<file path="config.mk">
export PLATFORM = sky130hd
export DESIGN_NAME = uart_rx
export DESIGN_NICKNAME = d
export VERILOG_FILES = /design/src/rtl/uart_pkg.sv /design/src/rtl/pin_sync.sv /design/src/rtl/uart_rx.sv
export SDC_FILE = /design/constraint.sdc
export NUM_CORES = 1
export LEC_CHECK = 0
export ABC_CLOCK_PERIOD_IN_PS = 4100
export BUFFER_PORTS_ARGS = -buffer_cell sky130_fd_sc_hd__buf_4
export CORE_MARGIN = 4
export CORE_UTILIZATION = 40
export DETAILED_ROUTE_END_ITERATION = 10
export PLACE_DENSITY_LB_ADDON = 0.2
export SLEW_MARGIN = 20
export SYNTH_ARGS = -nofsm -noshare
export SYNTH_HDL_FRONTEND = slang
export SYNTH_SLANG_ARGS = --single-unit
export TNS_END_PERCENT = 10
</file>
<file path="constraint.sdc">
create_clock -name i_clk -period 4.1 [get_ports i_clk]
set_clock_uncertainty 0.2 [all_clocks]
set_input_delay 0.205 -clock i_clk [delete_from_list [all_inputs] [get_ports i_clk]]
set_output_delay 0.205 -clock i_clk [all_outputs]
set_load 0.01 [all_outputs]
</file>
<file path="src/rtl/uart_pkg.sv">
// Shared UART definitions: data widths and the serial FSM state encoding used by
// both the receive and transmit channels.
package uart_pkg;
  localparam int UART_BYTE_W = 8;
  localparam int UART_BAUD_W = 15;

  typedef enum logic [1:0] {
    UART_IDLE  = 2'd0,
    UART_START = 2'd1,
    UART_DATA  = 2'd2,
    UART_STOP  = 2'd3
  } uartState_e;
endpackage

</file>
<file path="src/rtl/pin_sync.sv">
// Two-flop synchronizer for an asynchronous input pin; both flops reset to RST_VAL
// so an idle-high line never shows a spurious edge when reset is released.
module pin_sync #(
  parameter logic RST_VAL = 1'b1
) (
  input  logic i_clk,
  input  logic i_rst,
  input  logic i_pin,
  output logic o_pin
);
  logic meta;

  always_ff @(posedge i_clk) begin
    if (i_rst) begin
      meta  <= RST_VAL;
      o_pin <= RST_VAL;
    end else begin
      meta  <= i_pin;
      o_pin <= meta;
    end
  end
endmodule

</file>
<file path="src/rtl/uart_rx.sv">
// 8N1 receive channel: start-bit validation, mid-bit sampling, one-byte buffer,
// receive interrupt and sticky frame/overrun flags.
module uart_rx
  import uart_pkg::*;
(
  input  logic                   i_clk,
  input  logic                   i_rst,
  input  logic                   i_pinRX,
  input  logic                   i_enable,
  input  logic [UART_BAUD_W-1:0] i_baud,
  input  logic                   i_rdAck,
  input  logic                   i_errClr,
  input  logic                   i_smStartPause,
  output logic [UART_BYTE_W-1:0] o_rxByte,
  output logic                   o_rxFull,
  output logic                   o_rxIdle,
  output logic                   o_errFrame,
  output logic                   o_errOverrun,
  output logic                   o_intURX,
  output logic                   o_smNowPaused
);
  uartState_e state, stateNext;

  logic                   rxSync, rxPrev, fallEdge;
  logic [UART_BAUD_W-1:0] bRate;
  logic [15:0]            cnt;
  logic [2:0]             bitIdx;
  logic [UART_BYTE_W-1:0] shReg;
  logic                   halfHit, fullHit;
  logic                   startGo, bitTick, stopTick;
  logic                   canLoad;

  pin_sync #(.RST_VAL(1'b1)) uSync (
    .i_clk (i_clk),
    .i_rst (i_rst),
    .i_pin (i_pinRX),
    .o_pin (rxSync)
  );

  assign fallEdge = rxPrev & ~rxSync;
  // bRate >= 1 whenever these matter, so neither subtraction underflows
  assign halfHit  = (cnt == ({1'b0, bRate} - 16'd1));
  assign fullHit  = (cnt == ({bRate, 1'b0} - 16'd1));
  assign canLoad  = ~o_rxFull | i_rdAck;
  assign o_rxIdle = (state == UART_IDLE);

  always_ff @(posedge i_clk) begin
    if (i_rst) state <= UART_IDLE;
    else       state <= stateNext;
  end

  always_comb begin
    stateNext = state;
    startGo   = 1'b0;
    bitTick   = 1'b0;
    stopTick  = 1'b0;
    case (state)
      UART_IDLE:
        if (fallEdge && i_enable && (i_baud != '0) && !i_smStartPause) begin
          stateNext = UART_START;
          startGo   = 1'b1;
        end
      UART_START:
        if (halfHit) stateNext = rxSync ? UART_IDLE : UART_DATA;
      UART_DATA:
        if (fullHit) begin
          bitTick = 1'b1;
          if (bitIdx == 3'd7) stateNext = UART_STOP;
        end
      UART_STOP:
        if (fullHit) begin
          stopTick  = 1'b1;
          stateNext = UART_IDLE;
        end
      default: stateNext = UART_IDLE;
    endcase
    // Disable aborts any frame in flight; the partial byte is simply never committed
    if (!i_enable && (state != UART_IDLE)) begin
      stateNext = UART_IDLE;
      bitTick   = 1'b0;
      stopTick  = 1'b0;
    end
  end

  always_ff @(posedge i_clk) begin
    if (i_rst) begin
      rxPrev        <= 1'b1;
      bRate         <= '0;
      cnt           <= '0;
      bitIdx        <= '0;
      shReg         <= '0;
      o_rxByte      <= '0;
      o_rxFull      <= 1'b0;
      o_errFrame    <= 1'b0;
      o_errOverrun  <= 1'b0;
      o_intURX      <= 1'b0;
      o_smNowPaused <= 1'b0;
    end else begin
      rxPrev        <= rxSync;
      o_smNowPaused <= i_smStartPause & (state == UART_IDLE);

      if (startGo) begin
        bRate  <= i_baud;
        bitIdx <= '0;
      end
      // Every state transition and every bit sample restarts the period count
      if (state == UART_IDLE || stateNext != state || bitTick) cnt <= '0;
      else                                                    cnt <= cnt + 16'd1;

      if (bitTick) begin
        shReg  <= {rxSync, shReg[UART_BYTE_W-1:1]};
        bitIdx <= bitIdx + 3'd1;
      end

      o_intURX <= stopTick & canLoad;
      if (stopTick && canLoad) begin
        o_rxByte <= shReg;
        o_rxFull <= 1'b1;
      end else if (i_rdAck) begin
        o_rxFull <= 1'b0;
      end

      o_errFrame   <= (o_errFrame   & ~i_errClr) | (stopTick & ~rxSync);
      o_errOverrun <= (o_errOverrun & ~i_errClr) | (stopTick & ~canLoad);
    end
  end
endmodule
</file>
==> impl_metrics.py <==
metrics = {
    "layout": {
        "design_area_mm2": 0.004414,
        "drive_gt1_share_pct": 18.24,
        "nNetsFinal": 487,
        "syn_to_final_growth_pct": 23.14,
        "diodes": 0,
        "fill_cells": 849,
        "final_util_pct": 50.62,
    },
    "global_routing": {
        "grt_pass1_wl_mm": 16.08,
        "grt_overflow": 0,
        "grt.total_usage_pct": 19.71,
        "first_global_vias": 3144,
        "antenna_found_initial": 0,
        "grt_max_degree": 46,
    },
    "setup_path": {
        "start_kind": "flop",
        "cp_max_fo": 16,
        "r2r_cells": 9,
        "critical_path.startpoint": "bRate[2]",
        "crit_required_ns": 4.13,
        "cp_common_cell": "or4_4",
        "endpoint_kind": "flop",
        "crit_path_max_incr_delay_ns": 0.65,
        "worstPathArrival_ns": 3.90,
        "crit_chain": "or4_4 -> or4_4 -> xnor2_1 -> or4_1 -> nor4_1 -> o21ai_0 -> a31oi_4 -> buf_12 -> nor3_1",
        "r2r-start": "bRate[2]",
        "crit_type": "flop to flop",
        "cpMaxStageDelayCell": "or4_4",
    },
    "floorplanning": {
        "initial_utilization_pct": 41.10,
        "dieHeight_um": 102.7,
        "boundaryPins": 36,
        "row_count": 34,
        "die-area_mm2": 0.01054,
        "die_x_um": 102.7,
        "core_area_mm2": 0.008721,
    },
    "sta": {
        "fin_crit_sh_pct": 94.38,
        "tightest_slew_ns": 0.7027,
        "finalSetupTns_ns": 0,
        "rsz0062_at_grt": "false",
        "drv_slew": 0,
        "setup_viol": 0,
        "slew_headroom_pct": 52.72,
        "finalHoldViolCount": 0,
        "fmax_ghz": 0.2584,
        "fin_crit_ns": 3.869,
    },
    "clock_network": {
        "cts_tree": "done",
        "clock-sinks": 60,
        "clk_pin_slew_ns": 0.07,
        "postCtsSetupBuffers": 0,
        "clock_latency_ns": 0.34,
        "cts_buffers": 9,
        "cts_buffer_depth": 2,
        "cts_max_level": 3,
        "cts-root-buf": "clkbuf_8",
    },
    "pwr": {
        "p_leak_nw": 1.717,
        "power.total_mw": 1.385,
        "p_per_area_mw_per_mm2": 313.8,
        "peakVddDrop_mv": 0.1701,
    },
    "synth": {
        "seq_area_frac_synth_pct": 33.51,
        "synthCells": 413,
        "ys.flop_type": "dfxtp_1",
        "synth_enable_flop_cells": 0,
        "syn_area_per_cell_um2": 8.680,
        "synth_fp_nets": 439,
        "ys_warn_count": 0,
        "ys_types": 62,
        "ys_ff_latch": 60,
        "async_flop_share_pct": 0,
        "netlist_area_mm2": 0.003585,
    },
    "placed_design": {
        "port_buffers": 35,
        "hpwl_mm": 6.965,
        "post_dp_cell_area_mm2": 0.003971,
        "gp_congestion": 0.9491,
    },
    "routing": {
        "viasPerCell": 5.512,
        "ant_nets": 0,
        "vias": 3164,
        "drtIter0Drc": 163,
        "drcViolationCount": 0,
        "routed_wl_mm": 9.580,
        "wl_per_cell_um": 16.69,
        "drtPass1Iterations": 4,
    },
    "min_path": {
        "min_path_type": "input pin to flop",
        "whs_path_depth": 4,
        "worstHoldStart": "i_rdAck",
    },
    "job": {
        "maxCapViolCount": 0,
    },
    "status": {
        "status": "finished, final reports clean",
    },
}
cell families after synthesis:
group	count (synthesis)	share of synthesized area, %
adders and majority gates	4	1.396
buffers and inverters	42	4.991
and+or+nand+nor	179	28.24
AOI/OAI and AO/OA	51	10.65
muxes	32	9.005
xor gates and xnor gates	45	12.22
DFF	60	33.51
cell usage after synthesis, drive strengths merged (2+ instances only):
library cell / instances / share of area (%)
o211ai: 4 / 0.84
nor2b: 5 / 0.87
a32oi: 3 / 0.73
nor3b: 6 / 1.3
clkbuf: 25 / 2.6
or2: 6 / 1.0
a311oi: 3 / 0.73
nand3: 15 / 2.1
nor3: 20 / 2.8
nand4: 11 / 1.9
and2: 2 / 0.42
or3b: 2 / 0.49
mux2: 2 / 0.63
nand2b: 7 / 1.2
ha: 4 / 1.4
a21oi: 10 / 1.4
nand3b: 3 / 0.63
a31oi: 2 / 0.77
nand4b: 2 / 0.49
xnor2: 26 / 6.4
o31ai: 2 / 0.42
or4: 10 / 2.4
o2111ai: 2 / 0.49
mux2i: 30 / 8.4
xor2: 16 / 3.9
dfxtp: 60 / 34
buf: 5 / 1.1
xor3: 2 / 1.3
inv: 11 / 1.2
nor2: 47 / 4.9
nand2: 16 / 1.7
o21ai: 8 / 1.1
o311a: 2 / 0.56
or3: 7 / 1.2
o21a: 2 / 0.42
and3: 4 / 0.70
nor4: 13 / 3.2
cells in the final DEF (no fill, tap or decap), drive strengths merged, types with 13 or more instances in the layout:
cell type | netlist | routed
dlygate4sd3 | 0 | 19
nor2 | 47 | 47
nand3 | 15 | 15
nand2 | 16 | 16
nor3 | 20 | 20
mux2i | 30 | 30
nor4 | 13 | 13
xor2 | 16 | 16
buf | 5 | 48
dfxtp | 60 | 60
xnor2 | 26 | 26
stage by stage:
| step | setup slack (ns) | instances | hold slack [ns] |
|---|---|---|---|
| floorplan | 0.5335 | 413 | 0.1088 |
| global route | 0.09598 | 574 | 0.08225 |
| global placement | 0.1773 | 539 | 0.1893 |
| CTS | 0.1957 | 574 | 0.06144 |
| finish | 0.2306 | 574 | 0.07675 |
| detailed placement | 0.2292 | 539 | 0.1932 |
path summary, 6_finish.rpt:
check,end,slack [ns]
worst max-delay path,cnt[6],0.23
worst min-delay path,o_errOverrun,0.08
worst max register to register,cnt[6],0.23
worst min register to register,uSync.o_pin,0.21
cell type report:
cell class / count / area, um2 / share of cell area [%]
Inverter: 12 / 45.04 / 1.020
Tap cell: 108 / 135.1 / 3.061
Timing Repair Buffer: 67 / 575.6 / 13.04
Multi-Input combinational cell: 311 / 2210 / 50.06
Clock buffer: 9 / 123.9 / 2.806
Sequential cell: 60 / 1201 / 27.21
Clock inverter: 7 / 123.9 / 2.806
routing by layer:
layer  track usage (%)  vias to the layer above  share of wire (%)
met5                 0                        -                  0
met4             6.761                        0                1.4
met3             3.924                       10                5.7
met2             30.98                       86                 46
met1             26.91                     1484                 47
li1                  -                     1584                  -
state kept, by name, indices dropped and copies added (netlist names):
signal         count
uSync.meta         1
o_rxFull           1
state              2
o_errOverrun       1
o_smNowPaused      1
shReg              8
o_rxByte           8
bRate             15
uSync.o_pin        1
o_intURX           1
bitIdx             3
o_errFrame         1
cnt               16
rxPrev             1
repair_timing:
item | CTS | global route
setup endpoints to repair | 0 | 16
resized for setup | 0 | 1
endpoints found under the hold margin | 20 | 0
hold buffers | 19 | 0
power breakdown:
| group | leakage [nW] | internal [mW] | switching, mW |
|---|---|---|---|
| sequential | 0.484 | 0.586 | 0.00493 |
| combinational | 1.11 | 0.0660 | 0.0627 |
| clock | 0.120 | 0.408 | 0.258 |
| total | 1.72 | 1.06 | 0.325 |
critical path, delay by kind of cell, from the launching register on:
kind	cells	cell delay (ns)
AOI/OAI and AO/OA	2	0.47
buffers and inverters	1	0.17
and+or+nand+nor	5	2.35
xor gates and xnor gates	1	0.16
DFF	1	0.38
Note: power is estimated with default switching activity, not from simulation.
